[config.mk]
export PLATFORM = sky130hd
export DESIGN_NAME = mem_access_ctrl_flat
export DESIGN_NICKNAME = d
export VERILOG_FILES = /design/src/rtl/mem_access_ctrl_pkg.sv /design/src/rtl/mem_access_ctrl_if.sv /design/src/rtl/mem_access_ctrl.sv /design/src/flat_wrapper.sv
export SDC_FILE = /design/constraint.sdc
export NUM_CORES = 1
export LEC_CHECK = 0
export CORE_UTILIZATION = 43
export DETAILED_ROUTE_END_ITERATION = 12
export PLACE_DENSITY = 0.8
export SLEW_MARGIN = 15
export SYNTH_ARGS = -nofsm -noshare
export SYNTH_HDL_FRONTEND = slang
export SYNTH_SLANG_ARGS = --single-unit
[constraint.sdc]
create_clock -name clk -period 2.03 [get_ports clk]
set_input_delay 0.609 -clock clk [delete_from_list [all_inputs] [get_ports clk]]
set_output_delay 0.609 -clock clk [all_outputs]
set_load 0.01 [all_outputs]
[src/rtl/mem_access_ctrl_pkg.sv]
// Shared types and defaults for the memory-stage sequencer.
package mem_pkg;

  localparam int DEF_ADDR_W = 9;
  localparam int DEF_DATA_W = 32;
  localparam int DEF_RD_W   = 5;

  // Decoded memory operation coming from execute.
  typedef enum logic [2:0] {
    OP_NOP   = 3'd0,
    OP_LOAD  = 3'd1,
    OP_STORE = 3'd2,
    OP_PUSH  = 3'd3,
    OP_POP   = 3'd4,
    OP_CALL  = 3'd5,
    OP_RET   = 3'd6,
    OP_RSVD  = 3'd7
  } op_t;

  // Exception reported with the response.
  typedef enum logic [1:0] {
    EXC_NONE = 2'd0,
    EXC_OVF  = 2'd1,
    EXC_UNF  = 2'd2,
    EXC_ADDR = 2'd3
  } exc_t;

  // Sequencer state; every request walks all four states.
  typedef enum logic [1:0] {
    ST_IDLE  = 2'd0,
    ST_ISSUE = 2'd1,
    ST_WAIT  = 2'd2,
    ST_RESP  = 2'd3
  } state_t;

endpackage

[src/rtl/mem_access_ctrl_if.sv]
// Request, response and memory-side bus of the memory-stage sequencer.
// Handshake: a request transfers on the rising edge where req_valid and
// req_ready are both high; req_* must be stable while req_valid is high and
// are sampled only on that edge. resp_valid is a one-cycle pulse with no
// back-pressure; redir_valid and exc_valid are qualified by resp_valid.
interface mem_access_ctrl_if
  import mem_pkg::*;
#(
  parameter int DATA_W = DEF_DATA_W,
  parameter int RD_W   = DEF_RD_W
);
  logic              req_valid;
  logic              req_ready;
  logic [2:0]        req_op;
  logic [DATA_W-1:0] req_addr;
  logic [DATA_W-1:0] req_wdata;
  logic [RD_W-1:0]   req_rd;

  logic [DATA_W-1:0] address;
  logic [DATA_W-1:0] dataIn;
  logic              memoR;
  logic              memoWR;
  logic              push;
  logic              pop;
  logic [DATA_W-1:0] dataOut;
  logic              emptyStack;
  logic              fullStack;

  logic              resp_valid;
  logic [DATA_W-1:0] resp_data;
  logic [RD_W-1:0]   resp_rd;
  logic              resp_wb;
  logic              redir_valid;
  logic [DATA_W-1:0] redir_pc;
  logic              exc_valid;
  logic [1:0]        exc_code;

  // Controller side.
  modport slave (
    input  req_valid, req_op, req_addr, req_wdata, req_rd,
    input  dataOut, emptyStack, fullStack,
    output req_ready, address, dataIn, memoR, memoWR, push, pop,
    output resp_valid, resp_data, resp_rd, resp_wb,
    output redir_valid, redir_pc, exc_valid, exc_code
  );

  // Execute stage plus memory side.
  modport master (
    output req_valid, req_op, req_addr, req_wdata, req_rd,
    output dataOut, emptyStack, fullStack,
    input  req_ready, address, dataIn, memoR, memoWR, push, pop,
    input  resp_valid, resp_data, resp_rd, resp_wb,
    input  redir_valid, redir_pc, exc_valid, exc_code
  );
endinterface

[src/rtl/mem_access_ctrl.sv]
// Memory-stage sequencer: one request at a time, fixed IDLE/ISSUE/WAIT/RESP
// timing, registered memory strobes, one-cycle response pulse.
module mem_access_ctrl
  import mem_pkg::*;
#(
  parameter int ADDR_W = DEF_ADDR_W,
  parameter int DATA_W = DEF_DATA_W,
  parameter int RD_W   = DEF_RD_W
) (
  input  logic             clk,
  input  logic             rst_n,
  mem_access_ctrl_if.slave bus,
  output state_t           o_state
);

  state_t            r_state, w_next;
  op_t               r_op;
  exc_t              r_exc;
  logic [DATA_W-1:0] r_addr;
  logic [DATA_W-1:0] r_data;
  logic [RD_W-1:0]   r_rd;
  logic              r_memoR, r_memoWR, r_push, r_pop;
  logic [DATA_W-1:0] r_address, r_dataIn;

  op_t  w_op;
  exc_t w_exc;
  logic w_accept;
  logic w_ok;
  logic w_resp;
  logic w_lat_ok;

  assign w_op     = op_t'(bus.req_op);
  assign w_accept = (r_state == ST_IDLE) && bus.req_valid;
  assign w_ok     = (w_exc == EXC_NONE);
  assign w_resp   = (r_state == ST_RESP);
  assign w_lat_ok = (r_exc == EXC_NONE);

  // Classify the incoming request using the stack flags seen at accept.
  always_comb begin
    w_exc = EXC_NONE;
    case (w_op)
      OP_PUSH, OP_CALL: if (bus.fullStack)  w_exc = EXC_OVF;
      OP_POP,  OP_RET:  if (bus.emptyStack) w_exc = EXC_UNF;
      OP_LOAD, OP_STORE:
        if (bus.req_addr[DATA_W-1:ADDR_W] != '0) w_exc = EXC_ADDR;
      OP_RSVD:          w_exc = EXC_ADDR;
      default:          w_exc = EXC_NONE;
    endcase
  end

  // State register.
  always_ff @(posedge clk or negedge rst_n) begin
    if (!rst_n) r_state <= ST_IDLE;
    else        r_state <= w_next;
  end

  // Next state: a fixed walk once a request is taken.
  always_comb begin
    w_next = r_state;
    case (r_state)
      ST_IDLE:  if (w_accept) w_next = ST_ISSUE;
      ST_ISSUE: w_next = ST_WAIT;
      ST_WAIT:  w_next = ST_RESP;
      ST_RESP:  w_next = ST_IDLE;
      default:  w_next = ST_IDLE;
    endcase
  end

  // Latch the request fields and its exception class at accept.
  always_ff @(posedge clk or negedge rst_n) begin
    if (!rst_n) begin
      r_op   <= OP_NOP;
      r_exc  <= EXC_NONE;
      r_addr <= '0;
      r_rd   <= '0;
    end else if (w_accept) begin
      r_op   <= w_op;
      r_exc  <= w_exc;
      r_addr <= bus.req_addr;
      r_rd   <= bus.req_rd;
    end
  end

  // Strobes are set on the accept edge so they cover exactly the ISSUE cycle.
  always_ff @(posedge clk or negedge rst_n) begin
    if (!rst_n) begin
      r_memoR  <= 1'b0;
      r_memoWR <= 1'b0;
      r_push   <= 1'b0;
      r_pop    <= 1'b0;
    end else begin
      r_memoR  <= 1'b0;
      r_memoWR <= 1'b0;
      r_push   <= 1'b0;
      r_pop    <= 1'b0;
      if (w_accept && w_ok) begin
        case (w_op)
          OP_LOAD:          r_memoR  <= 1'b1;
          OP_STORE:         r_memoWR <= 1'b1;
          OP_PUSH, OP_CALL: r_push   <= 1'b1;
          OP_POP,  OP_RET:  r_pop    <= 1'b1;
          default:          r_memoR  <= 1'b0;
        endcase
      end
    end
  end

  // Address/data buses hold from ISSUE through RESP and return to 0 in IDLE.
  always_ff @(posedge clk or negedge rst_n) begin
    if (!rst_n) begin
      r_address <= '0;
      r_dataIn  <= '0;
    end else if (w_accept) begin
      r_address <= (w_ok && (w_op == OP_LOAD || w_op == OP_STORE)) ? bus.req_addr : '0;
      r_dataIn  <= (w_ok && (w_op == OP_STORE || w_op == OP_PUSH || w_op == OP_CALL))
                   ? bus.req_wdata : '0;
    end else if (w_resp) begin
      r_address <= '0;
      r_dataIn  <= '0;
    end
  end

  // Capture read data: stack top is live during ISSUE, memory data during WAIT.
  always_ff @(posedge clk or negedge rst_n) begin
    if (!rst_n) begin
      r_data <= '0;
    end else if (w_accept) begin
      r_data <= '0;
    end else if (w_lat_ok && r_state == ST_ISSUE && (r_op == OP_POP || r_op == OP_RET)) begin
      r_data <= bus.dataOut;
    end else if (w_lat_ok && r_state == ST_WAIT && r_op == OP_LOAD) begin
      r_data <= bus.dataOut;
    end
  end

  assign bus.req_ready   = (r_state == ST_IDLE);
  assign bus.memoR       = r_memoR;
  assign bus.memoWR      = r_memoWR;
  assign bus.push        = r_push;
  assign bus.pop         = r_pop;
  assign bus.address     = r_address;
  assign bus.dataIn      = r_dataIn;

  assign bus.resp_valid  = w_resp;
  assign bus.resp_data   = w_resp ? r_data : '0;
  assign bus.resp_rd     = w_resp ? r_rd : '0;
  assign bus.resp_wb     = w_resp && w_lat_ok && (r_op == OP_LOAD || r_op == OP_POP);
  assign bus.redir_valid = w_resp && w_lat_ok && (r_op == OP_CALL || r_op == OP_RET);
  assign bus.redir_pc    = !bus.redir_valid ? '0 : ((r_op == OP_CALL) ? r_addr : r_data);
  assign bus.exc_valid   = w_resp && !w_lat_ok;
  assign bus.exc_code    = w_resp ? r_exc : EXC_NONE;

  assign o_state = r_state;

endmodule

[src/flat_wrapper.sv]
// flat-port wrapper written by rule: the top's interface ports become plain ports
module mem_access_ctrl_flat import mem_pkg::*;
#(
  parameter int ADDR_W = DEF_ADDR_W,
  parameter int DATA_W = DEF_DATA_W,
  parameter int RD_W   = DEF_RD_W
)
  (clk, rst_n, o_state, bus_req_valid, bus_req_op, bus_req_addr, bus_req_wdata, bus_req_rd, bus_dataOut, bus_emptyStack, bus_fullStack, bus_req_ready, bus_address, bus_dataIn, bus_memoR, bus_memoWR, bus_push, bus_pop, bus_resp_valid, bus_resp_data, bus_resp_rd, bus_resp_wb, bus_redir_valid, bus_redir_pc, bus_exc_valid, bus_exc_code);
  mem_access_ctrl_if #(.DATA_W(DATA_W), .RD_W(RD_W)) bus_i ();
  input  logic clk;
  input  logic rst_n;
  output state_t o_state;
  input wire logic [$bits(bus_i.req_valid)-1:0] bus_req_valid;
  input wire logic [$bits(bus_i.req_op)-1:0] bus_req_op;
  input wire logic [$bits(bus_i.req_addr)-1:0] bus_req_addr;
  input wire logic [$bits(bus_i.req_wdata)-1:0] bus_req_wdata;
  input wire logic [$bits(bus_i.req_rd)-1:0] bus_req_rd;
  input wire logic [$bits(bus_i.dataOut)-1:0] bus_dataOut;
  input wire logic [$bits(bus_i.emptyStack)-1:0] bus_emptyStack;
  input wire logic [$bits(bus_i.fullStack)-1:0] bus_fullStack;
  output wire logic [$bits(bus_i.req_ready)-1:0] bus_req_ready;
  output wire logic [$bits(bus_i.address)-1:0] bus_address;
  output wire logic [$bits(bus_i.dataIn)-1:0] bus_dataIn;
  output wire logic [$bits(bus_i.memoR)-1:0] bus_memoR;
  output wire logic [$bits(bus_i.memoWR)-1:0] bus_memoWR;
  output wire logic [$bits(bus_i.push)-1:0] bus_push;
  output wire logic [$bits(bus_i.pop)-1:0] bus_pop;
  output wire logic [$bits(bus_i.resp_valid)-1:0] bus_resp_valid;
  output wire logic [$bits(bus_i.resp_data)-1:0] bus_resp_data;
  output wire logic [$bits(bus_i.resp_rd)-1:0] bus_resp_rd;
  output wire logic [$bits(bus_i.resp_wb)-1:0] bus_resp_wb;
  output wire logic [$bits(bus_i.redir_valid)-1:0] bus_redir_valid;
  output wire logic [$bits(bus_i.redir_pc)-1:0] bus_redir_pc;
  output wire logic [$bits(bus_i.exc_valid)-1:0] bus_exc_valid;
  output wire logic [$bits(bus_i.exc_code)-1:0] bus_exc_code;
  assign bus_i.req_valid = bus_req_valid;
  assign bus_i.req_op = bus_req_op;
  assign bus_i.req_addr = bus_req_addr;
  assign bus_i.req_wdata = bus_req_wdata;
  assign bus_i.req_rd = bus_req_rd;
  assign bus_i.dataOut = bus_dataOut;
  assign bus_i.emptyStack = bus_emptyStack;
  assign bus_i.fullStack = bus_fullStack;
  assign bus_req_ready = bus_i.req_ready;
  assign bus_address = bus_i.address;
  assign bus_dataIn = bus_i.dataIn;
  assign bus_memoR = bus_i.memoR;
  assign bus_memoWR = bus_i.memoWR;
  assign bus_push = bus_i.push;
  assign bus_pop = bus_i.pop;
  assign bus_resp_valid = bus_i.resp_valid;
  assign bus_resp_data = bus_i.resp_data;
  assign bus_resp_rd = bus_i.resp_rd;
  assign bus_resp_wb = bus_i.resp_wb;
  assign bus_redir_valid = bus_i.redir_valid;
  assign bus_redir_pc = bus_i.redir_pc;
  assign bus_exc_valid = bus_i.exc_valid;
  assign bus_exc_code = bus_i.exc_code;
  mem_access_ctrl #(.ADDR_W(ADDR_W), .DATA_W(DATA_W), .RD_W(RD_W)) u_core (.clk(clk), .rst_n(rst_n), .bus(bus_i), .o_state(o_state));
endmodule
==> impl_results.md <==
- Reg2Reg Launch Point: u_core.o_state[0]
- Die Y-Extent: 123 um
- Worst-Skew Late Latency: 0.42 ns
- Finished Core Util: approximately four fifths
- Crit path setup slack, layout: -0.418 ns
- Detailed Route WL: between 20 and 25 mm
- Measured slew at the worst slew-check pin: approximately 1.2 ns
- Share of cells above drive strength 1: roughly 36%
- Xor/xnor share of the synthesized area: less than 1%
- Detail Placement HPWL: 13.2 mm
- Congestion Overflow GR: 0
- Clock Root Buffer: clkbuf_16
- Core area: 14,000 um^2
- Most frequent cells in the layout: nand2_1 (169), clkdlybuf4s50_1 (162), dfrtp_1 (143)
- DIE AREA: 15,100 um^2
- Critical Path RT: roughly 1.4 ns
- Post-CTS Hold Buffers: 0
- Vias in the first global route: around 6,100
- Top Ports: approximately 260
- Clk buf depth: 2
- Post-synthesis mux area share: approximately 5.1%
- Asr flop ratio synth: between 90% and 100%
- Type of the worst setup path: flop to output pin
- Unrepaired setup endpoints after global routing: yes
- Endpoint type of the worst setup path: output pin
- Total clock sinks: ~140
- Failing checks: negative setup slack
- Synth unique cells: 37
- Grt peak-use layer: met2
- Max VDD drop: around 0.0007 V
- Main combinational cell family by area after synthesis: simple AND/OR/NAND/NOR gates
- Leak: roughly 5.6 nW
- Max frequency: 408 MHz
- Most common cell after layout, fill and taps aside: nand2_1
- Clock slew at reported path FFs: ~0.060 ns
- Pre-antenna DRT Iters: 7
- Vias: 6,083
- Simple-gate area share of the yosys netlist: 23.5%
- Sequential share of the synthesized area: a little under three fifths
- Final Critical Period: roughly 2.4 ns
- Syn nets: approximately 750
- Number of synthesized flops with an enable pin: 0
- Worst slack, placed: -0.614 ns
- Synth Area in Compound Gates: under 10%
- Port bufs: around 250
- Setup violators final: about 180
- PwrDens: between 1000 and 1500 nW/um^2
- First DRT Iteration DRCs: around 320
- Outcome: finished with violations
- Mapped Area: between 6000 and 7000 um^2
- Residual DRC count: 0
- GR Util met3: under 10%
- N_diodes: 0
- Max Cap Violations: 0
- Largest net degree at the start of global routing: 46
- Routed WL per cell: approximately 18 um
- Syn-to-layout area delta: 80.1%
- Via/cell ratio: slightly above 5
- Synth Register Bits: approximately 140
- Ys Warns: 0
- CTS tree: done
- GPL Wtd Cong: approximately 0.86
- Standard-cell rows: 43
- Post-route antenna net violation count: 0
- Initial antenna violation count: 0
- Final nets: between 1,000 and 1,500
- Die width: between 100 and 150 um
- Setup TNS: -35.38 ns
- Crit path DAT: about 1.8 ns
- Clock Skews: about 0.0086 ns
- # H-tree levels: 4
- Final hold vios: 0
- Adder-cell share of the synthesized area: less than 1%
- Tcrit/Tclk final: 121%
- CP startpoint kind: flop
- GRT Overall Usage: between 20 and 30%
- Mean Syn Cell Area: around 10 um^2
- Top FF cell, synth: dfrtp_1
- Starting Density: between 40% and 50%
- First-pass GRT wire length: between 30 and 40 mm
- GR Layer Usage met1: 32.3%
- Slew HR: 21.0%
- Final hold slack: ~0.12 ns
- Min-delay worst type: input port to async pin
- Cells after Synth: 640
- TritonCTS buffer count: 17
- Slew Limit Fails: 0
- CP startpoint: u_core.r_op[0]
- Grt met2 use: 47.5%
- Max FO, Critical Path: 16
[flip-flops by register name, indices dropped and copies added, names as in the netlist]
| signal | count |
|---|---|
| u_core.bus.memoWR | 1 |
| u_core.bus.pop | 1 |
| u_core.bus.address | 32 |
| u_core.bus.memoR | 1 |
| u_core.bus.push | 1 |
| u_core.r_op | 3 |
| u_core.r_rd | 5 |
| u_core.bus.dataIn | 32 |
| u_core.o_state | 2 |
| u_core.r_exc | 2 |
| u_core.r_addr | 32 |
| u_core.r_data | 32 |
[synth_stat cells, types with 3 or more instances]
cell / number / area share [%]
ha_1: 4 / 0.80
a21oi_1: 33 / 2.6
buf_2: 4 / 0.32
mux2i_1: 32 / 5.1
nand2_1: 197 / 12
clkbuf_1: 34 / 2.0
o31ai_1: 10 / 1.2
xor2_1: 3 / 0.42
buf_4: 3 / 0.36
nor4_2: 3 / 0.60
nor3_1: 3 / 0.24
inv_1: 5 / 0.30
dfrtp_1: 144 / 58
and2_1: 62 / 6.2
nor2_1: 39 / 2.3
and3b_1: 4 / 0.56
a22o_1: 33 / 4.6
[final cells by class]
cell class / instances / area, um^2
multi-input cells: 449 / 3040
fillers: 841 / 2760
clock inverters: 13 / 160
well taps: 180 / 225
inverters: 5 / 26.3
clock buffers: 19 / 443
repair buffers: 366 / 3780
flip-flops and latches: 144 / 3600
[per-stage QoR]
stage | total power, W | cells | area, um^2
floorplan | 0.00566 | 640 | 6260
global placement | 0.00736 | 1089 | 9420
detailed placement | 0.00745 | 1089 | 9420
CTS | 0.0113 | 1154 | 10400
global route | 0.0130 | 1176 | 11300
finish | 0.0124 | 1176 | 11300
[power breakdown]
group	switching, W	internal [W]	total (W)
Clock	0.00123	0.00197	0.00320
Sequential	0.000497	0.00354	0.00403
Combinational	0.00246	0.00270	0.00516
Total	0.00419	0.00820	0.0124
[cell families (layout without fill, tap and decap cells)]
| kind of cell | count (synthesis) | count (layout) |
|---|---|---|
| xor gates and xnor gates | 5 | 5 |
| muxes | 32 | 32 |
| adders and majority gates | 4 | 4 |
| DFF | 144 | 144 |
| and+or+nand+nor | 324 | 325 |
| buffers and inverters | 48 | 403 |
| AOI/OAI and AO/OA | 83 | 83 |
[worst paths after layout]
path                                              end  slack [ns]  cells past startpoint
max in group asynchronous           u_core.r_data[17]        1.36                      2
worst max register to register  u_core.bus.dataIn[14]       -0.23                     12
worst min-delay path            u_core.bus.dataIn[19]        0.12                      1
worst max-delay path                 bus_redir_pc[25]       -0.42                      5
worst min register to register      u_core.r_addr[21]        0.48                      2
min in group clk                    u_core.r_addr[19]        0.45                      3
[metal layers]
layer / up-vias / wire, um
li1: 2794 / -
met1: 3004 / 8590
met2: 258 / 11200
met3: 27 / 1640
met4: 0 / 320
met5: - / 0
[critical path, stage by stage, from the launching register on]
cell     delay, ns
dfrtp_2       0.44
xor2_1        0.17
nand4_1       0.20
buf_4         0.31
a21oi_1       0.14
buf_2         0.15
[timing repair]
| action | in CTS | in global routing |
|---|---|---|
| pin swaps | 10 | 49 |
| hold endpoints to repair | 0 | 0 |
| gates cloned | 3 | 8 |
| endpoints found under the setup margin | 121 | 146 |
| setup buffers | 31 | 22 |
| gates resized for setup | 421 | 171 |
No activity file was read; power rests on OpenSTA's default activity.
